## config.mk

```make
export PLATFORM = sky130hd
export DESIGN_NAME = mac_frame_serializer
export DESIGN_NICKNAME = d
export VERILOG_FILES = /design/src/rtl/pcie_phys_pkg.sv /design/src/rtl/pcie_sync_fifo.sv /design/src/rtl/mac_frame_serializer.sv
export SDC_FILE = /design/constraint.sdc
export NUM_CORES = 1
export LEC_CHECK = 0
export ABC_CLOCK_PERIOD_IN_PS = 3400
export CAP_MARGIN = 10
export CORE_ASPECT_RATIO = 1.25
export CORE_MARGIN = 4
export CORE_UTILIZATION = 35
export DETAILED_ROUTE_END_ITERATION = 16
export HOLD_SLACK_MARGIN = 0.03
export SYNTH_ARGS = -nofsm -noshare
export SYNTH_HDL_FRONTEND = slang
export SYNTH_HIERARCHICAL = 1
export SYNTH_SLANG_ARGS = --single-unit
```

## constraint.sdc

```tcl
create_clock -name clk_i -period 3.4 [get_ports clk_i]
set_input_delay 0.34 -clock clk_i [delete_from_list [all_inputs] [get_ports clk_i]]
set_output_delay 0.34 -clock clk_i [all_outputs]
set_load 0.01 [all_outputs]
```

## src/rtl/pcie_phys_pkg.sv

```systemverilog
// pcie_phys_pkg: shared types for the PHY TX byte path.
// Optional feature macro: MAC_SERIALIZER_PARTIAL_EN.
package pcie_phys_pkg;

  function automatic int bytes_per_frame(input int width);
    return width / 8;
  endfunction

  localparam int MAC_FRAME_W = 32;
  localparam int FRAME_BYTES = bytes_per_frame(MAC_FRAME_W);
  localparam int NB_W =
    (FRAME_BYTES > 1) ? $clog2(FRAME_BYTES) : 1;

  typedef logic [7:0] pcie_byte_t;

  typedef enum logic {
    SER_IDLE,
    SER_STREAM
  } ser_state_t;

  typedef struct packed {
    logic [MAC_FRAME_W-1:0] data;
    logic                   last;
`ifdef MAC_SERIALIZER_PARTIAL_EN
    logic [NB_W-1:0]        nbytes;
`endif
  } mac_entry_t;

endpackage

```

## src/rtl/pcie_sync_fifo.sv

```systemverilog
// pcie_sync_fifo: show-ahead synchronous FIFO with level.
// Synchronous active-low reset; flush clears like reset.
module pcie_sync_fifo #(
  parameter  int WIDTH = 8,
  parameter  int DEPTH = 4,
  localparam int AW    = $clog2(DEPTH),
  localparam int LW    = $clog2(DEPTH + 1)
) (
  input  logic             clk_i,
  input  logic             rst_i,
  input  logic             flush_i,
  input  logic             wr_en_i,
  input  logic [WIDTH-1:0] wr_data_i,
  input  logic             rd_en_i,
  output logic [WIDTH-1:0] rd_data_o,
  output logic             full_o,
  output logic             empty_o,
  output logic [LW-1:0]    level_o
);

  logic [WIDTH-1:0] r_mem [DEPTH];
  logic [AW-1:0]    r_wptr;
  logic [AW-1:0]    r_rptr;
  logic [LW-1:0]    r_level;
  logic             w_push;
  logic             w_pop;

  assign full_o    = (r_level == LW'(DEPTH));
  assign empty_o   = (r_level == '0);
  assign w_push    = wr_en_i && !full_o;
  assign w_pop     = rd_en_i && !empty_o;
  assign rd_data_o = r_mem[r_rptr];
  assign level_o   = r_level;

  always_ff @(posedge clk_i) begin
    if (w_push) r_mem[r_wptr] <= wr_data_i;
  end

  always_ff @(posedge clk_i) begin
    if (!rst_i || flush_i) begin
      r_wptr  <= '0;
      r_rptr  <= '0;
      r_level <= '0;
    end else begin
      if (w_push) r_wptr <= r_wptr + 1'b1;
      if (w_pop)  r_rptr <= r_rptr + 1'b1;
      unique case ({w_push, w_pop})
        2'b10:   r_level <= r_level + 1'b1;
        2'b01:   r_level <= r_level - 1'b1;
        default: r_level <= r_level;
      endcase
    end
  end

endmodule

```

## src/rtl/mac_frame_serializer.sv

```systemverilog
// mac_frame_serializer: MAC frames -> LSB-first byte stream.
// MAC_SERIALIZER_PARTIAL_EN adds a byte count on last frames.
module mac_frame_serializer
  import pcie_phys_pkg::*;
#(
  parameter  int MAC_FRAME_WIDTH = MAC_FRAME_W,
  parameter  int FIFO_DEPTH      = 4,
  localparam int BYTES_PER_FRAME =
    bytes_per_frame(MAC_FRAME_WIDTH),
  localparam int LVL_W = $clog2(FIFO_DEPTH + 1)
) (
  input  logic                       clk_i,
  input  logic                       rst_i,
  input  logic                       flush_i,
  input  logic [MAC_FRAME_WIDTH-1:0] mac_data_frame_i,
  input  logic                       mac_data_frame_valid_i,
  input  logic                       mac_frame_last_i,
`ifdef MAC_SERIALIZER_PARTIAL_EN
  input  logic [NB_W-1:0]            mac_frame_nbytes_i,
`endif
  output logic                       mac_data_frame_ready_o,
  output pcie_byte_t                 byte_o,
  output logic                       byte_valid_o,
  input  logic                       byte_ready_i,
  output logic                       byte_sop_o,
  output logic                       byte_eop_o,
  output logic [LVL_W-1:0]           fifo_level_o
);

  localparam int ENTRY_W = $bits(mac_entry_t);
  localparam logic [NB_W-1:0] IDX_MAX =
    NB_W'(BYTES_PER_FRAME - 1);

  ser_state_t         r_state;
  ser_state_t         w_state_nxt;
  mac_entry_t         w_wr_entry;
  mac_entry_t         w_head;
  logic [ENTRY_W-1:0] w_head_raw;
  logic               w_full;
  logic               w_empty;
  logic               w_push;
  logic               w_valid;
  logic               w_adv;
  logic               w_load;
  logic               w_final;
  logic               w_pop;
  logic [NB_W-1:0]    w_last_idx;
  logic [NB_W-1:0]    r_idx;
  pcie_byte_t         r_byte;
  logic               r_sop;
  logic               r_eop;
  logic               r_sop_pend;

  always_comb begin
    w_wr_entry      = '0;
    w_wr_entry.data = mac_data_frame_i;
    w_wr_entry.last = mac_frame_last_i;
`ifdef MAC_SERIALIZER_PARTIAL_EN
    w_wr_entry.nbytes = mac_frame_nbytes_i;
`endif
  end

  assign w_push = mac_data_frame_valid_i && !w_full;

  pcie_sync_fifo #(
    .WIDTH (ENTRY_W),
    .DEPTH (FIFO_DEPTH)
  ) u_fifo (
    .clk_i     (clk_i),
    .rst_i     (rst_i),
    .flush_i   (flush_i),
    .wr_en_i   (w_push),
    .wr_data_i (w_wr_entry),
    .rd_en_i   (w_pop),
    .rd_data_o (w_head_raw),
    .full_o    (w_full),
    .empty_o   (w_empty),
    .level_o   (fifo_level_o)
  );

  assign w_head = mac_entry_t'(w_head_raw);

  // A count of zero on a last frame still means a full frame.
  always_comb begin
    w_last_idx = IDX_MAX;
`ifdef MAC_SERIALIZER_PARTIAL_EN
    if (w_head.last && w_head.nbytes != '0)
      w_last_idx = w_head.nbytes - 1'b1;
`endif
  end

  always_comb begin
    w_state_nxt = r_state;
    w_valid     = (r_state == SER_STREAM);
    w_adv       = !w_valid || byte_ready_i;
    w_load      = w_adv && !w_empty;
    w_final     = (r_idx == w_last_idx);
    w_pop       = w_load && w_final;
    unique case (r_state)
      SER_IDLE:
        if (w_load) w_state_nxt = SER_STREAM;
      SER_STREAM:
        if (byte_ready_i && w_empty)
          w_state_nxt = SER_IDLE;
      default: w_state_nxt = SER_IDLE;
    endcase
  end

  always_ff @(posedge clk_i) begin
    if (!rst_i || flush_i) r_state <= SER_IDLE;
    else                   r_state <= w_state_nxt;
  end

  always_ff @(posedge clk_i) begin
    if (!rst_i || flush_i) begin
      r_byte     <= '0;
      r_sop      <= 1'b0;
      r_eop      <= 1'b0;
      r_idx      <= '0;
      r_sop_pend <= 1'b1;
    end else if (w_load) begin
      r_byte <= w_head.data[{r_idx, 3'b000} +: 8];
      r_sop  <= r_sop_pend && (r_idx == '0);
      r_eop  <= w_final && w_head.last;
      r_idx  <= w_final ? '0 : r_idx + 1'b1;
      if (w_final && w_head.last)
        r_sop_pend <= 1'b1;
      else if (r_idx == '0)
        r_sop_pend <= 1'b0;
    end
  end

  assign mac_data_frame_ready_o = !w_full;
  assign byte_o                 = r_byte;
  assign byte_valid_o           = w_valid;
  assign byte_sop_o             = r_sop;
  assign byte_eop_o             = r_eop;

endmodule

```

After elaboration in Yosys (flattened, before gate mapping)
Memories as Yosys holds them, arrays and structs flattened. A register that Yosys moved wholly into a read port is not among the register bits.
Cells that the tools add are included.
{"block": "totals", "memories": 1, "latch_bits": 0, "output_inout_bits": 15, "romBits": 0, "regBits": 21, "ramBits": 132}
{"block": "op_classes", "bitwise": 1, "eq_ne": 4, "n_mux": 11, "n_lt_le_gt_ge": 0, "shifts": 1, "n_mul": 0, "n_reduce_logical": 19, "add_sub_neg": 5, "div": 0}
{"memory": "u_fifo.r_mem", "depth": 4, "word_bits": 33, "read_ports": 1, "rd_clocked_by_memory_dff": 1, "write_ports": 1, "line": "pcie_sync_fifo.sv:21", "rtl": "logic [WIDTH-1:0] r_mem [DEPTH];"}
{"operator": "$shiftx 32x6->8", "count": 1}
{"operator": "$logic_and 1x1->1", "count": 8}
{"operator": "$add 2x1->2 const B", "count": 3}
{"operator": "$mux 1", "count": 6}
{"operator": "$mux 2", "count": 3}
{"operator": "$pmux 3 s2", "count": 1}
{"operator": "$eq 2x2->1 const B", "count": 2}
{"operator": "$logic_not 1->1", "count": 4}
{"operator": "$reduce_bool 2->1", "count": 2}
{"operator": "$add 3x1->3 const B", "count": 1}
{"operator": "$eq 3x3->1 const B", "count": 1}
{"operator": "$logic_not 3->1", "count": 1}
{"operator": "$sub 3x1->3 const B", "count": 1}
{"operator": "$eq 2x1->1 const B", "count": 1}
{"operator": "$logic_not 2->1", "count": 1}
{"operator": "$logic_or 1x1->1", "count": 2}
{"operator": "$pmux 1 s2", "count": 1}
{"operator": "$reduce_and 2->1", "count": 1}
{"operator": "$not 1->1", "count": 1}

Longest topological paths before layout
Gate-level depths: netlist of run 1.
{"block": "depth", "depth_word": 7, "mapped_depth": 11, "ltp_nobuf": 11}

Hierarchy
The synthesis of run 1 kept the hierarchy.
{"mod": "pcie_sync_fifo", "cells_each": 228, "area_each_um2": 5285.1, "instances": 1}
{"mod": "mac_frame_serializer", "cells_each": 79, "area_each_um2": 779.5, "instances": 1}

Least setup slack after synthesis of run 1
OpenSTA, ideal clock, no wires.
{"block": "synth_path", "path_type": "register -> register", "start": "reg u_fifo.r_level[1] (netlist: u_fifo/level_o[1])", "end": "reg u_fifo.r_level[2] (netlist: u_fifo/level_o[2])", "setup_slack_ps": 999, "setup_time_ps": 70, "synth_period_minus_slack_ps": 2401, "arrival_time_ps": 2331, "stages_incl_launch_ff": 12, "n_path_buf": 0, "cell_sequence": "dfxtp_1 -> nor3_1 -> inv_1 -> and3_1 -> o31ai_1 -> inv_1 -> ha_1 -> inv_1 -> fa_1 -> xor2_1 -> or3_2 -> a21oi_1"}
{"block": "synth_via", "elab_chain_len": 7}
{"item": "from (decl)", "line": "pcie_sync_fifo.sv:24", "rtl": "logic [LW-1:0] r_level;"}
{"item": "from (signal assigned)", "line": "pcie_sync_fifo.sv:48", "rtl": "2'b10: r_level <= r_level + 1'b1;"}
{"item": "from (signal assigned)", "line": "pcie_sync_fifo.sv:49", "rtl": "2'b01: r_level <= r_level - 1'b1;"}
{"item": "from (signal assigned)", "line": "pcie_sync_fifo.sv:50", "rtl": "default: r_level <= r_level;"}
{"item": "$logic_not 3->1 *", "line": "pcie_sync_fifo.sv:29", "rtl": "assign empty_o = (r_level == '0);"}
{"item": "named net w_empty", "line": "mac_frame_serializer.sv:40", "rtl": "logic w_empty;"}
{"item": "$logic_not 1->1 *", "line": "mac_frame_serializer.sv:96", "rtl": "w_load = w_adv && !w_empty;"}
{"item": "$logic_and 1x1->1 *", "line": "mac_frame_serializer.sv:96"}
{"item": "$logic_and 1x1->1 *", "line": "mac_frame_serializer.sv:98", "rtl": "w_pop = w_load && w_final;"}
{"item": "named net w_pop", "line": "mac_frame_serializer.sv:46", "rtl": "logic w_pop;"}
{"item": "$logic_and 1x1->1 *", "line": "pcie_sync_fifo.sv:31", "rtl": "assign w_pop = rd_en_i && !empty_o;"}
{"item": "named net u_fifo.w_pop", "line": "pcie_sync_fifo.sv:26", "rtl": "logic w_pop;"}
{"item": "$eq 2x1->1 / $eq 2x2->1 (equally long branches)", "line": "pcie_sync_fifo.sv:47", "rtl": "unique case ({w_push, w_pop})"}
{"item": "$pmux 3 s2 / $reduce_bool 2->1 (equally long branches)"}
The timed path passes the listed nets; every way through them passes the cells marked *.
A chain may end at the register's enable or synchronous reset.

Final worst setup path of run 1
{"block": "layout_path", "start": "reg u_fifo.r_level[0] (netlist: u_fifo/level_o[0])", "end": "reg u_fifo.r_level[2] (netlist: u_fifo/level_o[2])"}
Same word-level chain as after synthesis.

==> flow_metrics.tcl, run 1 <==
set metrics [dict create \
    io_pins 53 \
    clock_latency_ps 410 \
    layout_commonest_cell "edfxtp_1" \
    ys_ff_latch 155 \
    cts_tree "built" \
    cts_setup_buffers 0 \
    p_comb_share_pct 4.1 \
    period_share_pct 77.11 \
    syn_inst 307 \
    worst_pin_slew_ps 554.0 \
    area_delta_synth_final_pct 22.69 \
    netlist_area_mm2 0.006065 \
    fin_crit_ps 2622 \
    power_frac_clock_pct 45.6 \
    worst_hold_slack_ps 490.3 \
    die_area_mm2 0.01951 \
    routed_wl_um 11460 \
    slowest_stage "dfxtp_1" \
    p_int_mw 3.369 \
    cp_cell_sequence "nor3_1 > buf_4 > inv_1 > and3_1 > o31ai_1 > inv_1 > ha_1 > inv_1 > fa_1 > xor2_1 > or3_2 > a21oi_1" \
    ys_types 31 \
    ys.flop_type "edfxtp_1" \
    track_usage_pct 12.05 \
    layout-drive-gt1-share_pct 23.06 \
    finClkSkew_ps 10.76 \
    fin_ws_ps 778.3 \
    grt_pass1_vias 3286 \
    clockBufferDepth 2 \
    grt_max_degree 34 \
    initial_utilization_pct 35.86 \
    yosysWarnings 6 \
    die_w_um 125.7 \
    switching_share_pct 20.10 \
    seq_area_frac_synth_pct 72.95 \
    startpoint_type "flip-flop" \
    status "complete, no violations" \
    cts_resized 0 \
    finalHoldViolations 0 \
    power.density_mw_per_mm2 566.6 \
    rsz0062_at_grt "false" \
    multi_input_area_mm2 0.001463 \
    globalRouteOverflowTotal 0 \
    grt_first_pass_wirelength_um 17950 \
    cpMostUsedCell "inv_1" \
    max-vdd-ir-drop_mv 0.3219 \
    worstPathArrival_ps 2950 \
    cts_hold_buf 0 \
    firstDrtPassIters 5 \
    maxCapViolations 0 \
    ant_nets 0 \
    finalNetCount 419 \
    synth_edf_count 132 \
    total_power_mw 4.216 \
    syn_avg_cell_area_um2 19.75 \
    place_congestion 0.7519 \
    p_leak_nw 2.369 \
    fmax_mhz 381.4 \
    slew_headroom_pct 63.07 \
    port_buffers 52 \
    vias_per_cell 4.939 \
    wl_per_cell_um 18.91 \
    num_vias 2993 \
    power_switching_uw 847.3 \
    std_cell_rows 53 \
    tns_ps 0 \
    die_y_um 155.2 \
    slowest_delay_ps 450 \
    yosysTopAreaCell "edfxtp_1" \
    antenna_found_initial 0 \
    drcViolationCount 0 \
    h-tree-depth 4 \
    regArea_mm2 0.004425 \
    num-fill-cells 1468 \
    setup_viol 0 \
    worstPathRequired_ps 3730 \
    synth_top_area_share_pct 65.36 \
    dp_slack_ps 647.4 \
    numCtsBuffers 17 \
    holdCritPathClass "flip-flop to flip-flop" \
    critical_path_class "flip-flop to flip-flop" \
    layout_common_cells "edfxtp_1 (132), clkdlybuf4s50_1 (52), mux4_2 (39)" \
    async_flop_share_pct 0 \
    cts.sinks 155 \
    critPathMaxFanout 17 \
    cts-root-buf "clkbuf_16" \
    hold_start "r_sop_pend" \
    drt_iter0_markers 196 \
    crit_path_start "u_fifo/level_o[0]" \
    coreArea_mm2 0.01691 \
    p_seq_share_pct 50.3 \
    dp_hpwl_um 6763 \
    antenna_cells 0 \
    critPathCaptureType "flip-flop" \
    finalMaxSlewViolations 0 \
    syn_nets 353 \
    synthTopCellsByArea "edfxtp_1 (65%), mux4_2 (14%), dfxtp_1 (7.6%)" \
    cts.clk_slew.worst_paths_ps 60 \
    timing.rr.start "u_fifo/level_o[0]" \
]
[cell families after synthesis]
| group | Yosys count | share of synthesized area, % |
|---|---|---|
| xor+xnor | 3 | 0.4333 |
| compound gates | 35 | 3.053 |
| fa+ha+maj | 8 | 1.774 |
| simple gates | 36 | 3.507 |
| mux | 41 | 15.35 |
| flops | 155 | 72.95 |
| buf+inv | 29 | 2.930 |
[final timing paths]
check | to | slack, ps | cells past startpoint
worst max-delay path | u_fifo/level_o[2] | 780 | 12
worst min-delay path | byte_sop_o | 490 | 2
worst max register to register | u_fifo/level_o[2] | 780 | 12
worst min register to register | byte_sop_o | 490 | 2
[state kept, by name, summed over array words and instances (netlist names), named ones only]
name            count
byte_valid_o        1
r_sop_pend          1
byte_o              8
u_fifo/r_wptr       2
u_fifo/r_mem      132
byte_eop_o          1
u_fifo/level_o      3
u_fifo/r_rptr       2
byte_sop_o          1
r_idx               2
[metal layers]
layer | global-route usage, % | vias up | part of all wire (%)
li1 | - | 1369 | -
met1 | 14.76 | 1536 | 40
met2 | 20.60 | 76 | 53
met3 | 3.297 | 12 | 5.6
met4 | 4.292 | 0 | 1.3
met5 | 0 | - | 0
[cell type report]
| type | instances | area share (%) |
|---|---|---|
| Sequential cell | 155 | 59.48 |
| Tap cell | 220 | 3.699 |
| Timing Repair Buffer | 63 | 8.273 |
| Clock inverter | 15 | 2.522 |
| Multi-Input combinational cell | 123 | 19.66 |
| Clock buffer | 17 | 5.717 |
| Inverter | 13 | 0.6558 |
[cell usage after synthesis, types with 3 or more instances]
master    count
nand2b_1      3
inv_1        13
xor2_1        3
edfxtp_1    132
clkbuf_1      7
buf_2         4
nor2_1        6
nand3_1      10
ha_1          7
o21ai_0      13
mux4_2       39
a21oi_1      17
and2_2        4
buf_12        3
dfxtp_1      23
[power by group through the flow]
stage                     Sequential [mW]  Combinational (mW)  Clock (mW)
after floorplan                      2.16              0.0779           0
after global placement               2.16               0.172           0
after detailed placement             2.16               0.176           0
after CTS                            2.12               0.177        1.97
after global routing                 2.12               0.189        2.03
final                                2.12               0.173        1.92
[critical path, delay by kind of cell (launching register included)]
family                   cells  cell delay [ps]
AO/OA/AOI/OAI                2              270
AND/OR/NAND/NOR              3              710
flip-flops                   1              450
buffers and inverters        4              390
XOR/XNOR                     1              160
adder cells (fa/ha/maj)      2              560
[per-stage QoR]
step / util [%] / cells / area, µm²
3_3_place_gp: 40.38 / 574 / 6828
2_1_floorplan: - / 307 / 6065
6_report: 44.00 / 606 / 7441
3_5_place_dp: 40.38 / 574 / 6828
4_1_cts: 44.00 / 606 / 7441
5_1_grt: 44.00 / 606 / 7441
(Power assumes the default switching activity.)
==> run 2, diff against run 1 <==
Settings changed: ABC_CLOCK_PERIOD_IN_PS 3400 to 2500.
Clock period 3.4 ns to 2.5 ns, I/O delays scaled along.
==> run 2 against run 1 <==
Setup slack worse by 620 ps. Die area stayed put. Cell count rose by 0.83%. Sequential power is 36% higher. Maximum frequency grew 12%. Clock power grew 25%. Global-route usage barely moved. Clock skew down 1.6 ps. Highest routed layer unchanged.
==> flow_metrics.tcl, run 2 (synthesized netlist as in run 1, its figures left out) <==
set metrics [dict create \
    worstPathRequired_ps 2830 \
    ant_nets 0 \
    slew_headroom_pct 62.28 \
    worst_pin_slew_ps 565.8 \
    fmax_mhz 427.2 \
    io_pins 53 \
    placed_area_mm2 0.006928 \
    grt_first_pass_wirelength_um 18070 \
    critical_path_class "flip-flop to flip-flop" \
    maxCapViolations 0 \
    die_y_um 155.2 \
    status "complete, no violations" \
    crit_buf_inv 3 \
    critPathMaxFanout 6 \
    fin_area_mm2 0.007498 \
    grt_max_degree 34 \
    drcViolationCount 0 \
    port_buffers 52 \
    finalMaxSlewViolations 0 \
    dp_hpwl_um 7089 \
    die_area_mm2 0.01951 \
    antenna_found_initial 0 \
    slowest_stage "or3_2" \
    cts.sinks 155 \
    clock_latency_ps 410 \
    startpoint_type "flip-flop" \
    instances_no_fill 611 \
    finalHoldViolations 0 \
    layout_commonest_cell "edfxtp_1" \
    worstPathArrival_ps 2670 \
    cts-root-buf "clkbuf_16" \
    vias_per_cell 4.933 \
    area_delta_synth_final_pct 23.64 \
    place_congestion 0.7363 \
    p_leak_nw 2.373 \
    largest_register_ffs 132 \
    power.density_mw_per_mm2 737.8 \
    setup_viol 0 \
    rsz0062_at_grt "false" \
    drt_iter0_markers 188 \
    regMostFlops "u_fifo/r_mem" \
    cpLargestDelayFamily "simple AND/OR/NAND/NOR gates" \
    fin_crit_ps 2341 \
    antenna_cells 0 \
    critPathCaptureType "flip-flop" \
    max-vdd-ir-drop_mv 0.4641 \
    layout-drive-gt1-share_pct 23.27 \
    placed_cells 579 \
    coreArea_mm2 0.01691 \
    numCtsBuffers 17 \
    cts_tree "built" \
    num_vias 3014 \
    period_share_pct 93.64 \
    slowest_delay_ps 400 \
    h-tree-depth 4 \
    holdCritPathClass "flip-flop to flip-flop" \
    clockBufferDepth 2 \
    cp_cell_sequence "nor3b_4 > nor2b_1 > inv_1 > nor2_1 > inv_1 > ha_1 > inv_1 > fa_1 > xor2_1 > or3_2 > a21oi_1" \
    total_power_mw 5.532 \
    globalRouteOverflowTotal 0 \
    track_usage_pct 12.07 \
    finalNetCount 424 \
    firstDrtPassIters 4 \
    wl_per_cell_um 18.55 \
    initial_utilization_pct 35.86 \
    std_cell_rows 53 \
    routed_wl_um 11340 \
    finClkSkew_ps 9.142 \
    layout_common_cells "edfxtp_1 (132), clkdlybuf4s50_1 (52), mux4_2 (39)" \
    cts.clk_slew.worst_paths_ps 60 \
    grt_pass1_vias 3260 \
    die_w_um 125.7 \
    cpMostUsedCell "inv_1" \
]
run 2: changes by cell type in the layout (fill, tap and decap cells not counted), moves of 2 or more:
cell / delta
clkinvlp_4: +2
inv_6: -4
buf_12: +5
dfxtp_2: +2
clkbuf_1: +3
dfxtp_1: -2
clkinv_1: +2
run 2: final timing paths:
kind | start | endpoint | slack (ps) | cells past startpoint
setup / recovery | u_fifo/level_o[1] | u_fifo/level_o[2] | 160 | 11
hold / removal | byte_o[0] | byte_o[0] | 470 | 2
setup reg to reg | u_fifo/level_o[1] | u_fifo/level_o[2] | 160 | 11
hold reg to reg | byte_o[0] | byte_o[0] | 470 | 2
run 2: worst register-to-register path, stage by stage, from the launching register on:
cell and delay (ps):
dfxtp_2 350, nor3b_4 280, nor2b_1 80, inv_1 90, nor2_1 100, inv_1 80
ha_1 160, inv_1 60, fa_1 370, xor2_1 160, or3_2 400, a21oi_1 140
run 2: per-layer routing:
layer	track usage (%)	routed length, µm	part of all wire (%)
met2	20.78	6018	53
met5	0	0	0
met1	14.94	4786	42
met4	3.986	143	1.3
met3	3.091	388	3.4
run 2: timing repair:
item,in CTS,in global routing
setup endpoints to repair,0,1
setup buffers,0,0
gates resized for setup,0,3
hold buffers,0,0
run 2: stage by stage:
step	TNS (ps)	hold slack (ps)	setup WS [ps]	util [%]
2_1_floorplan	0	348.9	98.65	-
3_3_place_gp	0	470.4	4.550	40.97
3_5_place_dp	-39.64	470.9	-39.64	40.97
4_1_cts	0	465.2	75.99	44.29
5_1_grt	0	480.6	10.22	44.34
6_report	0	475.0	159.0	44.34
run 2: final cells by class:
class / count / area [µm²]
Fill cell: 1440 / 9412
Inverter: 13 / 48.80
Timing Repair Buffer: 68 / 715.7
Tap cell: 220 / 275.3
Sequential cell: 155 / 4428
Multi-Input combinational cell: 123 / 1469
Clock inverter: 12 / 125.1
Clock buffer: 20 / 436.7
run 2: power by group:
part           leakage (nW)  switching, mW  internal [mW]
combinational         0.711          0.114          0.129
sequential             1.40         0.0165           2.87
clock                 0.263          0.944           1.46
total                  2.37           1.07           4.46
==> run 3, diff against run 2 <==
Settings changed: SYNTH_HIERARCHICAL 1 to not set.
==> run 3 against run 2 <==
Critical path depth fell by 2. Critical path type unchanged. Largest cell class unchanged. Critical endpoint is now u_fifo.level_o[2]. Maximum frequency decreased by 1.1%. Via count about the same. Setup slack worse by 27 ps.
==> flow_metrics.tcl, run 3 <==
set metrics [dict create \
    regMostFlops "u_fifo.r_mem" \
    fin_area_mm2 0.007462 \
    async_flop_share_pct 0 \
    grt_max_degree 34 \
    regArea_mm2 0.004427 \
    synthTopCellsByArea "edfxtp_1 (65%), mux4_1 (9.1%), dfxtp_1 (7.6%)" \
    grt_util_met3_pct 3.056 \
    place_congestion 0.7706 \
    post-synth-top-count-cell "edfxtp_1" \
    syn_avg_cell_area_um2 19.99 \
    cts-root-buf "clkbuf_16" \
    worst_pin_slew_ps 594.5 \
    wl_per_cell_um 18.87 \
    ys_ff_latch 155 \
    vias_per_cell 4.993 \
    die_area_mm2 0.01955 \
    cts.sinks 155 \
    num-fill-cells 1483 \
    port_buffers 52 \
    initial_utilization_pct 35.94 \
    numCtsBuffers 17 \
    placed_area_mm2 0.006918 \
    antenna_cells 0 \
    h-tree-depth 4 \
    fin_crit_ps 2368 \
    slew_headroom_pct 60.31 \
    finalNetCount 418 \
    seq_area_frac_synth_pct 72.80 \
    layout-drive-gt1-share_pct 13.54 \
    rsz0062_at_grt "false" \
    clockBufferDepth 2 \
    setup_viol 0 \
    tns_ps 0 \
    area_delta_synth_final_pct 22.79 \
    multi_input_area_mm2 0.001500 \
    status "complete, no violations" \
    drt_iter0_markers 153 \
    met1_usage_pct 14.39 \
    globalRouteOverflowTotal 0 \
    power.density_mw_per_mm2 730.8 \
    max-vdd-ir-drop_mv 0.4440 \
    dp_hpwl_um 7110 \
    worstPathRequired_ps 2830 \
    ys_types 31 \
    grt_use_met2_pct 21.49 \
    grt_pass1_vias 3270 \
    dp_slack_ps 146.1 \
    num_vias 3016 \
    std_cell_rows 53 \
    die_w_um 125.9 \
    layout_commonest_cell "edfxtp_1" \
    coreArea_mm2 0.01691 \
    ys.flop_type "edfxtp_1" \
    cts_tree "built" \
    period_share_pct 94.71 \
    cts.clk_slew.worst_paths_ps 50 \
    antenna_found_initial 0 \
    maxCapViolations 0 \
    cts_setup_buffers 0 \
    die_y_um 155.3 \
    critPathCaptureType "flip-flop" \
    startpoint_type "flip-flop" \
    worstPathArrival_ps 2690 \
    grt_first_pass_wirelength_um 18060 \
    largest_register_ffs 132 \
    io_pins 53 \
    fmax_mhz 422.3 \
    critPathMaxFanout 5 \
    synth_common_cells "edfxtp_1 (132), dfxtp_1 (23), mux4_1 (21)" \
    firstDrtPassIters 5 \
    layout_common_cells "edfxtp_1 (132), clkdlybuf4s50_1 (52), mux4_1 (21), dfxtp_1 (21), clkbuf_16 (17)" \
    clock_latency_ps 410 \
    critical_path_class "flip-flop to flip-flop" \
    routed_wl_um 11400 \
    syn_inst 304 \
    holdCritPathClass "flip-flop to flip-flop" \
    p_leak_nw 2.547 \
    netlist_area_mm2 0.006077 \
    synth_top_area_share_pct 65.23 \
    yosysTopAreaCell "edfxtp_1" \
    finalHoldViolations 0 \
    finClkSkew_ps 5.603 \
    synth_edf_count 132 \
    grt-busiest-layer "met2" \
    ant_nets 0 \
    finalMaxSlewViolations 0 \
    drcViolationCount 0 \
    fin_ws_ps 132.1 \
    yosysWarnings 0 \
    syn_nets 350 \
    track_usage_pct 12.30 \
]
## run 3: report_power, final
part / internal [mW] / switching (mW) / leakage [nW]
Clock: 1.44 / 0.890 / 0.257
Sequential: 2.87 / 0.0158 / 1.40
Combinational: 0.121 / 0.117 / 0.890
## run 3: cell families (layout without fill, tap and decap cells)
kind of cell	after synthesis	in the layout	share of synthesized area, %
buffers and inverters	25	105	2.553
XOR/XNOR	5	5	0.7206
flip-flops	155	155	72.80
AO/OA/AOI/OAI	26	26	2.800
adder cells (fa/ha/maj)	8	8	1.771
AND/OR/NAND/NOR	36	36	3.191
multiplexers	49	49	16.16
## run 3: worst max-delay path, stage by stage (launching register included)
cell and delay [ps]:
dfxtp_1 350, or3b_4 410, and2_1 200, inv_1 80
ha_1 180, inv_1 60, fa_1 370, xor2_1 180
or3_1 310, a21oi_1 140
## run 3: path summary, 6_finish.rpt
path	startpoint	slack [ps]	cells past startpoint	end
setup reg to reg	u_fifo.level_o[0]	130	9	u_fifo.level_o[2]
hold reg to reg	byte_eop_o	460	2	byte_eop_o
hold / removal	byte_eop_o	460	2	byte_eop_o
setup / recovery	u_fifo.level_o[0]	130	9	u_fifo.level_o[2]
## run 3: stage by stage
stage | total power, mW | hold WS [ps] | instances | util, %
detailed placement | 3.183 | 454.4 | 573 | 40.91
floorplan | 3.042 | 348.9 | 304 | -
global placement | 3.173 | 443.1 | 573 | 40.91
global route | 5.649 | 458.9 | 604 | 44.13
CTS | 5.527 | 442.5 | 604 | 44.11
finish | 5.454 | 459.0 | 604 | 44.13
## run 3: layer usage
layer / vias to the layer above / part of all wire (%)
met4: 0 / 1.8
met2: 62 / 53
met5: - / 0
li1: 1380 / -
met3: 17 / 4.0
met1: 1557 / 41
## run 3: timing repair
item                                    4_1_cts  5_1_grt
hold buffers                                  0        0
endpoints found under the setup margin        0        1
resized for setup                             0        2
## run 3: cell type report
| class | instances | share of cell area, % |
|---|---|---|
| Clock buffer | 20 | 5.852 |
| Timing Repair Buffer | 63 | 9.088 |
| Sequential cell | 155 | 59.32 |
| Tap cell | 220 | 3.689 |
| Multi-Input combinational cell | 124 | 20.10 |
| Inverter | 11 | 0.5533 |
| Clock inverter | 11 | 1.392 |
